[config.mk]
export PLATFORM = sky130hd
export DESIGN_NAME = fetch_unit
export DESIGN_NICKNAME = d
export VERILOG_FILES = /design/src/rtl/fetch_unit.sv
export SDC_FILE = /design/constraint.sdc
export NUM_CORES = 1
export LEC_CHECK = 0
export CAP_MARGIN = 20
export CORE_ASPECT_RATIO = 0.7
export CORE_MARGIN = 5
export CORE_UTILIZATION = 43
export CTS_CLUSTER_DIAMETER = 30
export DETAILED_ROUTE_END_ITERATION = 12
export GPL_ROUTABILITY_DRIVEN = 1
export GPL_TIMING_DRIVEN = 0
export PLACE_DENSITY = 0.75
export REMOVE_ABC_BUFFERS = 1
export SLEW_MARGIN = 20
export SYNTH_ARGS = -nofsm -noshare
export SYNTH_HDL_FRONTEND = slang
export SYNTH_SLANG_ARGS = --single-unit
export TNS_END_PERCENT = 10
[constraint.sdc]
create_clock -name clock -period 3.3 [get_ports clock]
set_input_delay 0.66 -clock clock [delete_from_list [all_inputs] [get_ports clock]]
set_output_delay 0.66 -clock clock [all_outputs]
set_load 0.05 [all_outputs]
[src/rtl/fetch_unit.sv]
// fetch_unit
// ----------
// Instruction fetch stage for the single-cycle MIPS core. It holds the
// program counter, drives the combinational instruction ROM address every
// cycle, and selects the next PC from sequential, branch, jump and
// jump-register sources. A small FSM sequences BOOT -> RUN -> HALT.
//
// Optional feature macro: FETCH_MISALIGN_TRAP_EN
//   defined   : an accepted JR/JALR whose target has nonzero low bits loads
//               TRAP_PC and pulses misalign_trap for one cycle.
//   undefined : jr_target[1:0] is forced to 2'b00, misalign_trap is tied 0.
//
// Ports:
//   clock         in   rising-edge clock
//   reset         in   asynchronous active-high reset
//   stall         in   hold PC this cycle (drops any redirect)
//   branch_taken  in   conditional branch resolved taken
//   branch_imm    in   16-bit word offset for branches
//   jump          in   J/JAL
//   jump_index    in   26-bit J-type target field
//   jump_reg      in   JR/JALR
//   jr_target     in   32-bit register target
//   halt_req      in   request entry into HALT
//   inst_addr     out  PC register, byte address to the ROM
//   pc_plus4      out  inst_addr + 4 (link value)
//   fetch_valid   out  ROM output is a real instruction (RUN only)
//   halted        out  FSM is in HALT
//   fetch_count   out  number of instructions consumed
//   misalign_trap out  one-cycle misaligned JR trap flag
//   fsm_state     out  debug view of the FSM state (BOOT=0, RUN=1, HALT=2)
//
// Handshake note: there is no valid/ready pair on this block. Redirect
// inputs are sampled at the rising edge in RUN only; when stall is high the
// redirect is dropped, so upstream must hold it until stall clears.
module fetch_unit #(
  parameter logic [31:0] RESET_PC = 32'h0000_0000,
  parameter logic [31:0] TRAP_PC  = 32'h0000_0080
) (
  input  logic        clock,
  input  logic        reset,
  input  logic        stall,
  input  logic        branch_taken,
  input  logic [15:0] branch_imm,
  input  logic        jump,
  input  logic [25:0] jump_index,
  input  logic        jump_reg,
  input  logic [31:0] jr_target,
  input  logic        halt_req,
  output logic [31:0] inst_addr,
  output logic [31:0] pc_plus4,
  output logic        fetch_valid,
  output logic        halted,
  output logic [31:0] fetch_count,
  output logic        misalign_trap,
  output logic [1:0]  fsm_state
);

  localparam logic [1:0] ST_BOOT = 2'd0;
  localparam logic [1:0] ST_RUN  = 2'd1;
  localparam logic [1:0] ST_HALT = 2'd2;

  logic [1:0]  state_q, state_d;
  logic [31:0] pc_q, pc_d;
  logic [31:0] count_q, count_d;
  logic [31:0] branch_off;
  logic [31:0] jump_tgt;

  assign pc_plus4   = pc_q + 32'd4;
  // Word offset, sign-extended and scaled to bytes.
  assign branch_off = {{14{branch_imm[15]}}, branch_imm, 2'b00};
  assign jump_tgt   = {pc_plus4[31:28], jump_index, 2'b00};

`ifdef FETCH_MISALIGN_TRAP_EN
  logic trap_q, trap_d;
`else
  // TRAP_PC and the low target bits have no use in this build.
  logic unused_trap_inputs;
  assign unused_trap_inputs = (^TRAP_PC) ^ (^jr_target[1:0]);
`endif

  always_comb begin
    state_d = state_q;
    pc_d    = pc_q;
    count_d = count_q;
`ifdef FETCH_MISALIGN_TRAP_EN
    trap_d  = 1'b0;
`endif
    case (state_q)
      ST_BOOT: begin
        // One cycle to let the ROM leave its reset output behind.
        state_d = ST_RUN;
      end
      ST_RUN: begin
        // The halt edge still consumes the instruction in flight.
        if (!stall) begin
          count_d = count_q + 32'd1;
        end
        if (halt_req) begin
          state_d = ST_HALT;
        end else if (!stall) begin
          if (jump_reg) begin
`ifdef FETCH_MISALIGN_TRAP_EN
            if (jr_target[1:0] != 2'b00) begin
              pc_d   = TRAP_PC;
              trap_d = 1'b1;
            end else begin
              pc_d = jr_target;
            end
`else
            pc_d = {jr_target[31:2], 2'b00};
`endif
          end else if (jump) begin
            pc_d = jump_tgt;
          end else if (branch_taken) begin
            pc_d = pc_plus4 + branch_off;
          end else begin
            pc_d = pc_plus4;
          end
        end
      end
      ST_HALT: begin
        state_d = ST_HALT;
      end
      default: begin
        state_d = ST_BOOT;
      end
    endcase
  end

  always_ff @(posedge clock or posedge reset) begin
    if (reset) begin
      state_q <= ST_BOOT;
      pc_q    <= RESET_PC;
      count_q <= 32'd0;
    end else begin
      state_q <= state_d;
      pc_q    <= pc_d;
      count_q <= count_d;
    end
  end

`ifdef FETCH_MISALIGN_TRAP_EN
  always_ff @(posedge clock or posedge reset) begin
    if (reset) begin
      trap_q <= 1'b0;
    end else begin
      trap_q <= trap_d;
    end
  end
  assign misalign_trap = trap_q;
`else
  assign misalign_trap = 1'b0;
`endif

  assign inst_addr   = pc_q;
  assign fetch_count = count_q;
  assign fetch_valid = (state_q == ST_RUN);
  assign halted      = (state_q == ST_HALT);
  assign fsm_state   = state_q;

endmodule

## Yosys cells after proc, flatten, opt, wreduce, memory -nomap -nowiden

Index checks and enable logic that the tools add are counted.

- Output and inout bits: 101
- Flip-flop bits (word level): 66
- Input bits: 81
- Word-level logic and storage cells: 19

- Reduce and logical (&&, ||, !) cells: 3
- Equal/unequal tests: 3
- Bitwise gates (word level): 2
- $add $sub $neg: 3
- Mux-type cells: 5

Operators by type and width:

| operator | number |
|---|---|
| $mux W32 | 3 |
| $add A32 B1 Y32 const B | 1 |
| $add A32 B3 Y32 const B | 1 |
| $add A32 B32 Y32 | 1 |
| $pmux W2 S3 | 1 |
| $reduce_and A3 Y1 | 1 |
| $eq A2 B1 Y1 const B | 1 |
| $eq A2 B2 Y1 const B | 1 |
| $logic_not A2 Y1 | 1 |
| $mux W2 | 1 |
| $ne A2 B2 Y1 const B | 1 |
| $not A1 Y1 | 2 |
| $reduce_and A2 Y1 | 1 |

## Logic depth before layout (Yosys ltp)

- Depth in word-level cells: 5
- Depth in mapped cells: 16

## Worst setup path before layout

OpenSTA, ideal clock, no wires.

- Kind: reg-to-reg
- Start: reg pc_q[2], in the netlist inst_addr[2]
- End: reg pc_q[31], in the netlist inst_addr[31]
- Clock period less this slack: 4738 ps
- Cell stages (with the launch flop): 16
- Required time: 3223 ps
- Setup slack: -1438 ps
- Arrival: 4661 ps
- Cell sequence: dfrtp_1 ha_1 nand4_1 nor2_1 nand4_1 xnor2_1 ha_1 a21o_1 or4_1 o221ai_1 a21oi_1 o21ai_0 nand3_1 a311oi_1 a41oi_1 o21ai_1

- Longest elaborated chain between the ends: 5

RTL lines:

| item | line | source |
|---|---|---|
| start, declared | 63 | `logic [31:0] pc_q, pc_d;` |
| start signal, assigned | 137 | `pc_q <= pc_d;` |
| $add A32 B3 Y32 | 68 | `assign pc_plus4 = pc_q + 32'd4;` |
| named net pc_plus4[14] | 50 | `output logic [31:0] pc_plus4,` |
| $add A32 B32 Y32 | 115 | `pc_d = pc_plus4 + branch_off;` |
| $mux W32 | 114 | `end else if (branch_taken) begin` |
| $mux W32 | 112 | `end else if (jump) begin` |
| $mux W32 | 101 | `if (jump_reg) begin` |

The timed path passes the listed nets, and every way through them passes these cells.
A chain may end at the register's enable or synchronous reset.

## Final worst setup path

- Start: reg pc_q[3], in the netlist inst_addr[3]
- End: reg pc_q[25], in the netlist inst_addr[25]

- Longest elaborated chain between the ends: 5

RTL lines:

| item | line |
|---|---|
| $add A32 B3 Y32 * | 68 |
| $add A32 B32 Y32 | 115 |
| $mux W32 * | 114 |
| $mux W32 * | 112 |
| $mux W32 * | 101 |

Every way passes the cells marked *; elsewhere a longest branch is shown, timed or not.

==> flow_summary_export.csv <==
group,metric,value,unit
critical_path,worstReg2RegStart,"inst_addr[3]$_DFFE_PP0P_",
clocking,cts_made_buffers,9,
floorplan,fp.dieW,146,um
layout,drive_gt1_share,17.6,%
pwr,cellPowerDensity,995,nW/um2
synth,synth_area_per_cell,8.17,um2
sta,worstMarginPinSlew,990,ps
sta,final.setup.worst_slack,-334,ps
critical_path,slowest_delay,400,ps
detailed_routing,drcViolationCount,0,
global_routing,grt_pass1_vias,6138,
floorplan,initial_core_util,44.2,%
synth,synth.yosys.seq_area_share,28.9,%
sta,setup_viol,18,
synth,synth-main-ff-cell,"dfrtp_1",
detailed_routing,ant_nets,0,
detailed_routing,num_vias,6097,
place,place_ws,-1310,ps
synth,ys_warn_count,0,
sta,slew_headroom,33.8,%
floorplan,dieArea,15300,um2
detailed_routing,drt_iter0_drc,490,
clocking,cts-root-buf,"clkbuf_16",
floorplan,ios,182,
synth,syn_area,5530,um2
layout,fin_util,67.9,%
synth,synth_cells,677,
critical_path,cp_cell_sequence,"buf_4 -> ha_4 -> nand4_1 -> buf_6 -> buf_4 -> nor3_4 -> buf_4 -> xnor2_1 -> ha_1 -> a21o_1 -> a21oi_2 -> o21ai_0 -> and3_4 -> or3_4 -> a21oi_2 -> xnor2_1 -> nor2_1 -> o22ai_1",
critical_path,critical_path.max_fanout,4,
min_path,min-delay-path-class,"reg -> reg",
pwr,ir_worst_vdd,0.745,mV
floorplan,die_h,105,um
global_routing,grt_max_degree,47,
layout,finalNetCount,993,
run_status,violations,"negative setup slack",
layout,synthToLayoutAreaGrowth,53.4,%
floorplan,num_rows,34,
clocking,clk_latency,350,ps
clocking,cts_tree,"done",
floorplan,coreArea,12500,um2
detailed_routing,dr.pass1.iters,5,
place,dpl.hpwl,14.6,mm
layout,fin_area,8490,um2
critical_path,worst_path_max_delay_cell,"xnor2_1",
synth,yosys.cell_count.top_type,"nor2_1",
critical_path,path_class,"reg -> reg",
sta,min_period,3630,ps
clocking,clock-sinks,64,
detailed_routing,avgRoutedWirePerCell,19.9,um
synth,synth_cell_types,62,
sta,fmax,275,MHz
synth,synth_edf_count,0,
flow_run,cap_violations,0,
sta,drv_slew,0,
global_routing,grt_pass1_wl,32.5,mm
global_routing,antenna_found_initial,0,
place,port_buffers,174,
sta,hold_viol,0,
critical_path,critical_path.most_common_cell,"buf_4",
clocking,ctsHoldBuffers,0,
critical_path,start_kind,"flip-flop",
min_path,hp-start,"fetch_count[21]$_DFFE_PP0P_",
synth,ys_async_sr_fraction,100,%
place,gp_congestion,0.951,
critical_path,setup.worst_path.end_class,"flip-flop",
detailed_routing,finalWirelength,20.7,mm
place,placed_area,7420,um2
sta,post-route-period-util,110,%
global_routing,grt_remaining_overflow,0,
global_routing,grt_usage,26.0,%
critical_path,cp.required,3550,ps
run_status,status,"finished, violations left",
layout,antenna_cells,0,
sta,whs,503,ps
layout,fin_cells,1038,
synth,ys_ff_latch,64,
synth,yosysTopAreaCell,"dfrtp_1",
place,dp_cells,987,
clocking,clk_pin_slew_worst_paths,70,ps
sta,rsz0062_at_grt,"true",
sta,finalClockSkew,14.0,ps
critical_path,worstSetupStartpoint,"inst_addr[3]$_DFFE_PP0P_",
clocking,clockBufferDepth,2,
clocking,h-tree-depth,3,
synth,ys_top_cells_by_area,"dfrtp_1 29%, ha_1 9.0%, xnor2_1 8.5%",
critical_path,arrival,3890,ps
synth,synthDominantCellAreaShare,28.9,%
pwr,power_leakage,3.59,nW
synth,synth_common_cells,"71 x nor2_1, 64 x dfrtp_1, 59 x nand2_1",
detailed_routing,vias_per_cell,5.87,
==> placed cells by master (no fill, tap or decap), types with 8 or more instances in the layout <==
cell	instances
clkdlybuf4s50_1	149
nor2_1	64
nand2_1	59
dfrtp_1	52
a21oi_1	47
xnor2_1	46
buf_4	37
nand3_1	29
o21ai_0	29
ha_1	28
inv_1	20
xor2_1	18
nand4_1	17
nor3_1	13
and3_1	13
a21o_1	12
dfrtp_2	12
o211ai_1	11
a211oi_1	9
clkbuf_16	9
ha_4	8
==> report_power, final <==
group	switching (mW)	internal, mW	total [mW]
Combinational	3.65	2.31	5.96
Sequential	0.390	1.02	1.41
Clock	0.414	0.670	1.08
==> routing by layer <==
layer	GRT usage [%]	part of all wire [%]	routed length, um
met1	36.3	45	9340
met2	41.2	45	9390
met3	5.71	8.0	1660
met4	6.06	1.3	272
met5	0	0	0
==> final timing paths <==
check / end / slack [ps] / cells past startpoint
max: inst_addr[25]$_DFFE_PP0P_ / -330 / 18
min: fetch_count[21]$_DFFE_PP0P_ / 500 / 1
max reg2reg: inst_addr[25]$_DFFE_PP0P_ / -330 / 18
min reg2reg: fetch_count[21]$_DFFE_PP0P_ / 500 / 1
max in group asynchronous: inst_addr[12]$_DFFE_PP0P_ / 2120 / 3
min in group asynchronous: inst_addr[3]$_DFFE_PP0P_ / 620 / 2
==> flip-flops by register name (all words and copies together), names as in the netlist <==
register and count:
fetch_count 32, inst_addr 30, fsm_state 2
==> layout make-up <==
class                   count  area (um2)
flip-flops and latches     64        1620
fillers                   997        4020
multi-input cells         562        4200
repair buffers            212        2060
clock inverters             7         103
clock buffers               9         225
inverters                  22        85.1
well taps                 162         203
==> metrics by stage <==
stage                     setup TNS [ps]  total power, mW
after floorplan                   -23000             4.96
after global placement            -50030             6.49
after detailed placement          -25060             6.58
after CTS                          -2420             8.21
after global routing               -6410             8.88
final                              -3060             8.45
==> logic make-up after synthesis <==
family / after synthesis / synth area share [%]
mux: 6 / 1.11
fa+ha+maj: 41 / 9.41
xor+xnor: 79 / 12.8
flops: 64 / 28.9
other cells: 1 / 0.0678
buf+inv: 55 / 4.21
compound gates: 190 / 22.5
simple gates: 241 / 20.9
==> worst max-delay path, delay by kind of cell, from the launching register on <==
family,cells,cell delay (ps)
simple gates,5,790
compound gates,5,780
buf+inv,4,540
xor+xnor,2,540
fa+ha+maj,2,500
flops,1,390
==> timing repair <==
item	CTS	global route
setup buffers	31	4
setup endpoints to repair	43	36
pin swaps	29	20
endpoints found under the hold margin	0	0
resized for setup	138	42
Note: power is estimated with default switching activity, not from simulation.
